## config.mk

```make
export PLATFORM = sky130hd
export DESIGN_NAME = jt51_sh_rw
export DESIGN_NICKNAME = d
export VERILOG_FILES = /design/src/rtl/jt51_sh_pkg.sv /design/src/rtl/jt51_sh_ring.sv /design/src/rtl/jt51_sh_rw.sv
export SDC_FILE = /design/constraint.sdc
export NUM_CORES = 1
export LEC_CHECK = 0
export ABC_AREA = 1
export BUFFER_PORTS_ARGS = -buffer_cell sky130_fd_sc_hd__buf_4
export CAP_MARGIN = 15
export CELL_PAD_IN_SITES_DETAIL_PLACEMENT = 1
export CELL_PAD_IN_SITES_GLOBAL_PLACEMENT = 2
export CORE_MARGIN = 1.5
export CORE_UTILIZATION = 46
export CTS_BUF_LIST = sky130_fd_sc_hd__clkbuf_8
export DETAILED_ROUTE_END_ITERATION = 6
export GPL_ROUTABILITY_DRIVEN = 0
export GPL_TIMING_DRIVEN = 0
export PLACE_DENSITY_LB_ADDON = 0.1
export SYNTH_ARGS = -nofsm -noshare
export SYNTH_HDL_FRONTEND = slang
export SYNTH_SLANG_ARGS = --single-unit
```

## constraint.sdc

```tcl
create_clock -name clk -period 9.3 [get_ports clk]
set_input_delay 0.465 -clock clk [delete_from_list [all_inputs] [get_ports clk]]
set_output_delay 0.465 -clock clk [all_outputs]
set_load 0.005 [all_outputs]
```

## src/rtl/jt51_sh_pkg.sv

```systemverilog
// jt51_sh_pkg
// Shared definitions for the circulating slot memory (jt51_sh_rw) and its
// storage ring (jt51_sh_ring):
//   - port_state_e : state encoding used by both request/ack port FSMs
//   - slot_width() : slot index width for a given ring depth
package jt51_sh_pkg;

  typedef enum logic [1:0] {
    PORT_IDLE = 2'd0,
    PORT_WAIT = 2'd1,
    PORT_ACK  = 2'd2
  } port_state_e;

  // Width of a slot index for a ring of n slots (never narrower than 1 bit).
  function automatic int slot_width(input int n);
    if (n > 1) begin
      return $clog2(n);
    end else begin
      return 1;
    end
  endfunction

endpackage

```

## src/rtl/jt51_sh_ring.sv

```systemverilog
// jt51_sh_ring
// Storage ring of `stages` entries of `width` bits. On each cen tick the tail
// re-enters at the head (or head_val replaces it when head_we is set) and every
// other entry moves one place toward the tail. The slot counter names the slot
// whose value currently sits at the tail.
// Ports:
//   clk, rst      clock, synchronous active-high reset (clears ring and counter)
//   cen           advance enable
//   head_we       replace the recirculating value with head_val on this tick
//   head_val      value injected at the head
//   tail          value of slot `slot`
//   slot          index of the slot at the tail
module jt51_sh_ring
  import jt51_sh_pkg::*;
#(
  parameter  int width  = 5,
  parameter  int stages = 32,
  localparam int SW     = slot_width(stages)
) (
  input  logic             clk,
  input  logic             rst,
  input  logic             cen,
  input  logic             head_we,
  input  logic [width-1:0] head_val,
  output logic [width-1:0] tail,
  output logic [SW-1:0]    slot
);

  logic [width-1:0] ring_q [stages];
  logic [width-1:0] head_d;
  logic [SW-1:0]    slot_q;
  logic [SW-1:0]    slot_d;

  // Head input and wrapping slot counter for the next tick.
  always_comb begin
    head_d = head_we ? head_val : ring_q[stages-1];
    if (slot_q == SW'(stages - 1)) begin
      slot_d = '0;
    end else begin
      slot_d = slot_q + SW'(1);
    end
  end

  // Ring storage and slot counter; everything holds while cen is low.
  always_ff @(posedge clk) begin
    if (rst) begin
      for (int i = 0; i < stages; i++) begin
        ring_q[i] <= '0;
      end
      slot_q <= '0;
    end else if (cen) begin
      ring_q[0] <= head_d;
      for (int i = 1; i < stages; i++) begin
        ring_q[i] <= ring_q[i-1];
      end
      slot_q <= slot_d;
    end
  end

  assign tail = ring_q[stages-1];
  assign slot = slot_q;

endmodule

```

## src/rtl/jt51_sh_rw.sv

```systemverilog
// jt51_sh_rw
// Access end of a time-multiplexed delay line: a circulating slot memory with
// one write port and one read port, each a req/ack handshake that waits for the
// addressed slot to pass the ring tail.
// Ports:
//   clk, rst           clock, synchronous active-high reset
//   cen                clock enable for ring, slot counter and slot matching
//   wr_req/wr_slot/wr_data  write request (held until wr_ack), target, value
//   wr_ack             one-clk pulse: write done or rejected (slot out of range)
//   rd_req/rd_slot     read request (held until rd_valid), target
//   rd_data            last captured value
//   rd_valid           one-clk pulse: rd_data updated (or request rejected)
//   slot               index of the slot at the ring tail
//   dout               ring tail value
module jt51_sh_rw
  import jt51_sh_pkg::*;
#(
  parameter  int width  = 5,
  parameter  int stages = 32,
  localparam int SW     = slot_width(stages)
) (
  input  logic             clk,
  input  logic             rst,
  input  logic             cen,
  input  logic             wr_req,
  input  logic [SW-1:0]    wr_slot,
  input  logic [width-1:0] wr_data,
  output logic             wr_ack,
  input  logic             rd_req,
  input  logic [SW-1:0]    rd_slot,
  output logic [width-1:0] rd_data,
  output logic             rd_valid,
  output logic [SW-1:0]    slot,
  output logic [width-1:0] dout
);

  // With a non-power-of-two depth some indices name no slot at all.
  function automatic logic slot_in_range(input logic [SW-1:0] s);
    return (int'(s) < stages);
  endfunction

  port_state_e      wr_state_q, wr_state_d;
  logic [SW-1:0]    wr_slot_q, wr_slot_d;
  logic [width-1:0] wr_data_q, wr_data_d;
  logic             wr_ack_q, wr_ack_d;
  logic             wr_hit;

  port_state_e      rd_state_q, rd_state_d;
  logic [SW-1:0]    rd_slot_q, rd_slot_d;
  logic [width-1:0] rd_data_q, rd_data_d;
  logic             rd_valid_q, rd_valid_d;

  logic [SW-1:0]    ring_slot;
  logic [width-1:0] ring_tail;

  jt51_sh_ring #(
    .width  (width),
    .stages (stages)
  ) u_ring (
    .clk      (clk),
    .rst      (rst),
    .cen      (cen),
    .head_we  (wr_hit),
    .head_val (wr_data_q),
    .tail     (ring_tail),
    .slot     (ring_slot)
  );

  // Write port: latch request, wait for the slot to reach the tail, ack.
  always_comb begin
    wr_state_d = wr_state_q;
    wr_slot_d  = wr_slot_q;
    wr_data_d  = wr_data_q;
    wr_hit     = 1'b0;
    case (wr_state_q)
      PORT_IDLE: begin
        if (wr_req && !wr_ack_q) begin
          wr_slot_d = wr_slot;
          wr_data_d = wr_data;
          // An index past the ring is acknowledged without touching it.
          if (slot_in_range(wr_slot)) begin
            wr_state_d = PORT_WAIT;
          end else begin
            wr_state_d = PORT_ACK;
          end
        end else begin
          wr_state_d = PORT_IDLE;
        end
      end
      PORT_WAIT: begin
        // The head takes the new value on the tick the old one leaves the tail.
        if (cen && (wr_slot_q == ring_slot)) begin
          wr_hit     = 1'b1;
          wr_state_d = PORT_ACK;
        end else begin
          wr_state_d = PORT_WAIT;
        end
      end
      PORT_ACK:  wr_state_d = PORT_IDLE;
      default:   wr_state_d = PORT_IDLE;
    endcase
    wr_ack_d = (wr_state_d == PORT_ACK);
  end

  // Read port: same handshake, capturing the tail instead of writing the head.
  always_comb begin
    rd_state_d = rd_state_q;
    rd_slot_d  = rd_slot_q;
    rd_data_d  = rd_data_q;
    case (rd_state_q)
      PORT_IDLE: begin
        if (rd_req && !rd_valid_q) begin
          rd_slot_d = rd_slot;
          if (slot_in_range(rd_slot)) begin
            rd_state_d = PORT_WAIT;
          end else begin
            rd_state_d = PORT_ACK;
          end
        end else begin
          rd_state_d = PORT_IDLE;
        end
      end
      PORT_WAIT: begin
        // Tail is sampled before the edge, so a same-tick write is not seen.
        if (cen && (rd_slot_q == ring_slot)) begin
          rd_data_d  = ring_tail;
          rd_state_d = PORT_ACK;
        end else begin
          rd_state_d = PORT_WAIT;
        end
      end
      PORT_ACK:  rd_state_d = PORT_IDLE;
      default:   rd_state_d = PORT_IDLE;
    endcase
    rd_valid_d = (rd_state_d == PORT_ACK);
  end

  // Port FSM state, latched request fields and registered handshake outputs.
  always_ff @(posedge clk) begin
    if (rst) begin
      wr_state_q <= PORT_IDLE;
      wr_slot_q  <= '0;
      wr_data_q  <= '0;
      wr_ack_q   <= 1'b0;
      rd_state_q <= PORT_IDLE;
      rd_slot_q  <= '0;
      rd_data_q  <= '0;
      rd_valid_q <= 1'b0;
    end else begin
      wr_state_q <= wr_state_d;
      wr_slot_q  <= wr_slot_d;
      wr_data_q  <= wr_data_d;
      wr_ack_q   <= wr_ack_d;
      rd_state_q <= rd_state_d;
      rd_slot_q  <= rd_slot_d;
      rd_data_q  <= rd_data_d;
      rd_valid_q <= rd_valid_d;
    end
  end

  assign wr_ack   = wr_ack_q;
  assign rd_data  = rd_data_q;
  assign rd_valid = rd_valid_q;
  assign slot     = ring_slot;
  assign dout     = ring_tail;

endmodule

```

==> results.tsv <==
stage	metric	value	unit
placed_design	port_buffers	35	
power_and_ir_drop	power_switching	420.6	uW
run	max-cap-violations	0	
cts	cts_tree	yes	
floorplan	core	0.01664	sq mm
critical_path	critical_path_required	9450	ps
critical_path	r2r_slack	7790	ps
routing	drt-wirelength-per-cell	13.82	microns
synth	ys_seq_area_frac	0.6922	
timing	timing.final.crit_share	0.2070	
timing	finalHoldViolations	0	
timing	finalClockSkew	11.70	ps
cts	cts_resized	0	
critical_path	path_buf_inv	4	
critical_path	crit_path_end_kind	flip-flop	
finish	num_antenna_cells	0	
timing	relSlewSlack	0.4923	
floorplan	dieHeight	133.5	microns
critical_path	cpMostUsedCell	buf_16	
power_and_ir_drop	internal_power	1.349	mW
critical_path	rr_worst_depth	7	
routing	drt_pass1_iterations	5	
global_route	grt.total_usage	0.1685	
critical_path	cp-startpoint	rst	
global_route	grt_pass1_wl	23430	microns
synth	async_flop_share	0	
critical_path	critPathMaxStageDelay	580	ps
synth	syn-instance-count	716	
synth	syn_nets	738	
synth	synthTopCellsByArea	edfxtp_1, inv_1, dfxtp_1, nor2_1, nor2_2	
timing	fin_crit	1925	ps
critical_path	critPathMaxFanout	57	
power_and_ir_drop	leakage	3.642	nW
timing	setup-violations-final	0	
critical_path	critical_path_class	primary input to flip-flop	
finish	post-route-util	0.5349	
global_route	grt_max_degree	58	
cts	path_clk_slew	100	ps
synth	synth_most_common_cell	inv_1	
timing	max_freq	519.6	MHz
critical_path	timing.rr.end	u_ring.ring_q[0][2]	
cts	cts_root_buffer	clkbuf_8	
cts	cts_setup_buffers	0	
synth	ys_top_cells_by_count	inv_1, edfxtp_1, nor2_1	
finish	n_fill_cell	1794	
power_and_ir_drop	irDropWorstVdd	0.00009628	V
cts	clkSinkCount	191	
cts	cts_htree_levels	4	
critical_path	cp_num_cells	5	
critical_path	critPathLaunchType	primary input	
synth	synth_top_area_share	0.6130	
routing	wl	13890	microns
finish	final_cells	1005	
routing	vias_per_cell	4.581	
routing	drtIter0Drc	213	
power_and_ir_drop	power_density	198.8	mW/mm^2
timing	worst_pin_slew	761.5	ps
synth	yosysWarnings	0	
finish	drive_gt1_frac	0.1898	
cts	numCtsBuffers	17	
synth	synth_edf_count	160	
cts	cts_max_path_buffers	2	
synth	yosysUniqueCellTypes	27	
global_route	antenna_found_initial	0	
power_and_ir_drop	total_power	1.769	mW
global_route	grt_pass1_vias	4811	
synth	synth_ff_type	edfxtp_1	
cts	worstSkewPairLatency	460	ps
finish	syn_to_final_growth	13.59	%
finish	nets	794	
floorplan	die_w	133.5	microns
floorplan	rows	47	
power_and_ir_drop	swShare	0.2377	
floorplan	die-area	0.01783	sq mm
synth	ys_ff_latch	191	
synth	yosysTopAreaCell	edfxtp_1	
hold_path	hp-class	primary input to flip-flop	
critical_path	crit_chain	buf_2 -> inv_1 -> nand2_4 -> buf_16 -> buf_16	
power_and_ir_drop	p_seq_frac	0.571	
routing	antenna_left	0	
placed_design	dpl.hpwl	9197	microns
floorplan	io_pins	37	
cts	cts_hold_buf	0	
critical_path	rr_startpoint	u_ring.slot[0]	
critical_path	cp-endpoint	u_ring.ring_q[18][1]	
floorplan	initial_core_util	0.4709	
timing	tns	0	ps
critical_path	slowest_stage	nand2_4	
placed_design	dpl.cell_count	973	
power_and_ir_drop	p_clk_frac	0.349	
critical_path	cp.arrival	2070	ps
global_route	grt-ovfl-total	0	
synth	synth.avg_cell_area	10.95	sq um
routing	via_count	4604	
timing	maxSlewViolCount	0	
status	status	completed	
power_and_ir_drop	power.share.combinational	0.080	
critical_path	cp_top_family	buffers and inverters	
routing	route.detailed.drc	0	
timing	rsz0062_at_grt	false	
synth	syn-cell-area	0.007838	sq mm
flip-flops by register name (all words and copies together), names as in the netlist, 2 cells and up:
register / cells
rd_slot_q: 5
rd_state_q: 2
wr_slot_q: 5
u_ring.slot: 5
wr_state_q: 2
wr_data_q: 5
u_ring.ring_q: 160
rd_data: 5
final cells by class:
| class | instances | area (sq um) | share of cell area |
|---|---|---|---|
| Sequential cell | 191 | 5425 | 0.6094 |
| Multi-Input combinational cell | 313 | 1558 | 0.1750 |
| Inverter | 189 | 709.4 | 0.07969 |
| Timing Repair Buffer | 37 | 317.8 | 0.03570 |
| Tap cell | 220 | 275.3 | 0.03092 |
| Clock buffer | 19 | 261.5 | 0.02937 |
| Clock inverter | 13 | 202.7 | 0.02277 |
| Buffer | 23 | 152.6 | 0.01715 |
power groups by stage:
stage          registers, mW  logic [mW]  clock network, mW
2_1_floorplan           1.03      0.0998                  0
3_3_place_gp            1.04       0.136                  0
3_5_place_dp            1.03       0.144                  0
4_1_cts                 1.01       0.145              0.634
5_1_grt                 1.02       0.161              0.661
6_report                1.01       0.142              0.617
cell usage in the layout, fill, tap and decap left out, drive strengths merged:
| master | Yosys | routed |
|---|---|---|
| clkinv | 0 | 4 |
| buf | 15 | 52 |
| nand4 | 10 | 10 |
| nand3 | 7 | 7 |
| bufinv | 0 | 4 |
| nor3 | 2 | 2 |
| nor2 | 198 | 198 |
| clkinvlp | 0 | 2 |
| a211oi | 1 | 1 |
| xor2 | 1 | 1 |
| a21oi | 20 | 20 |
| clkbuf | 8 | 27 |
| inv | 189 | 192 |
| nand2 | 53 | 53 |
| o21ai | 19 | 19 |
| ha | 2 | 2 |
| dfxtp | 31 | 31 |
| edfxtp | 160 | 160 |
metal layers:
metal / track usage / share of wire / wire length [microns] / vias up
met5: 0 / 0 / 0 / -
met4: 0.05978 / 0.016 / 229 / 0
met3: 0.03995 / 0.027 / 368 / 19
met2: 0.2703 / 0.48 / 6723 / 42
met1: 0.2256 / 0.47 / 6564 / 2239
li1: - / - / - / 2304
worst min-delay path by stage:
stage                       startpoint              to  slack (ps)  cells after the start
after floorplan           wr_data_q[0]    wr_data_q[0]         430                      2
after global placement    wr_data_q[0]    wr_data_q[0]         460                      2
after detailed placement  rd_slot_q[4]    rd_slot_q[4]         470                      2
after CTS                          cen  u_ring.slot[3]         200                      2
after global routing               cen  u_ring.slot[3]         220                      2
final                              cen  u_ring.slot[3]         240                      2
cell families after synthesis:
family          count (synthesis)  synth area share
simple gates                  270            0.1667
xor+xnor                        1          0.001118
flops                         191            0.6922
fa+ha+maj                       2          0.003192
compound gates                 40           0.02682
buf+inv                       212            0.1100
worst reg2reg max path, cell delays in order (launching register included):
cell and delay [ps]:
dfxtp_1 470, inv_2 90, nand2_1 70, nand3_1 140, nor2_4 190, nand3_2 120, nor2_1 120, nor2_1 50
metrics by stage:
step | hold slack [ps] | setup slack [ps] | instance area, sq um
3_3_place_gp | 456.8 | 3031 | 8376
6_report | 236.9 | 7375 | 8902
3_5_place_dp | 466.6 | 6846 | 8438
2_1_floorplan | 429.9 | 4639 | 7838
5_1_grt | 222.6 | 7246 | 8902
4_1_cts | 203.8 | 7368 | 8902
Power figures use the tool's default switching activity.
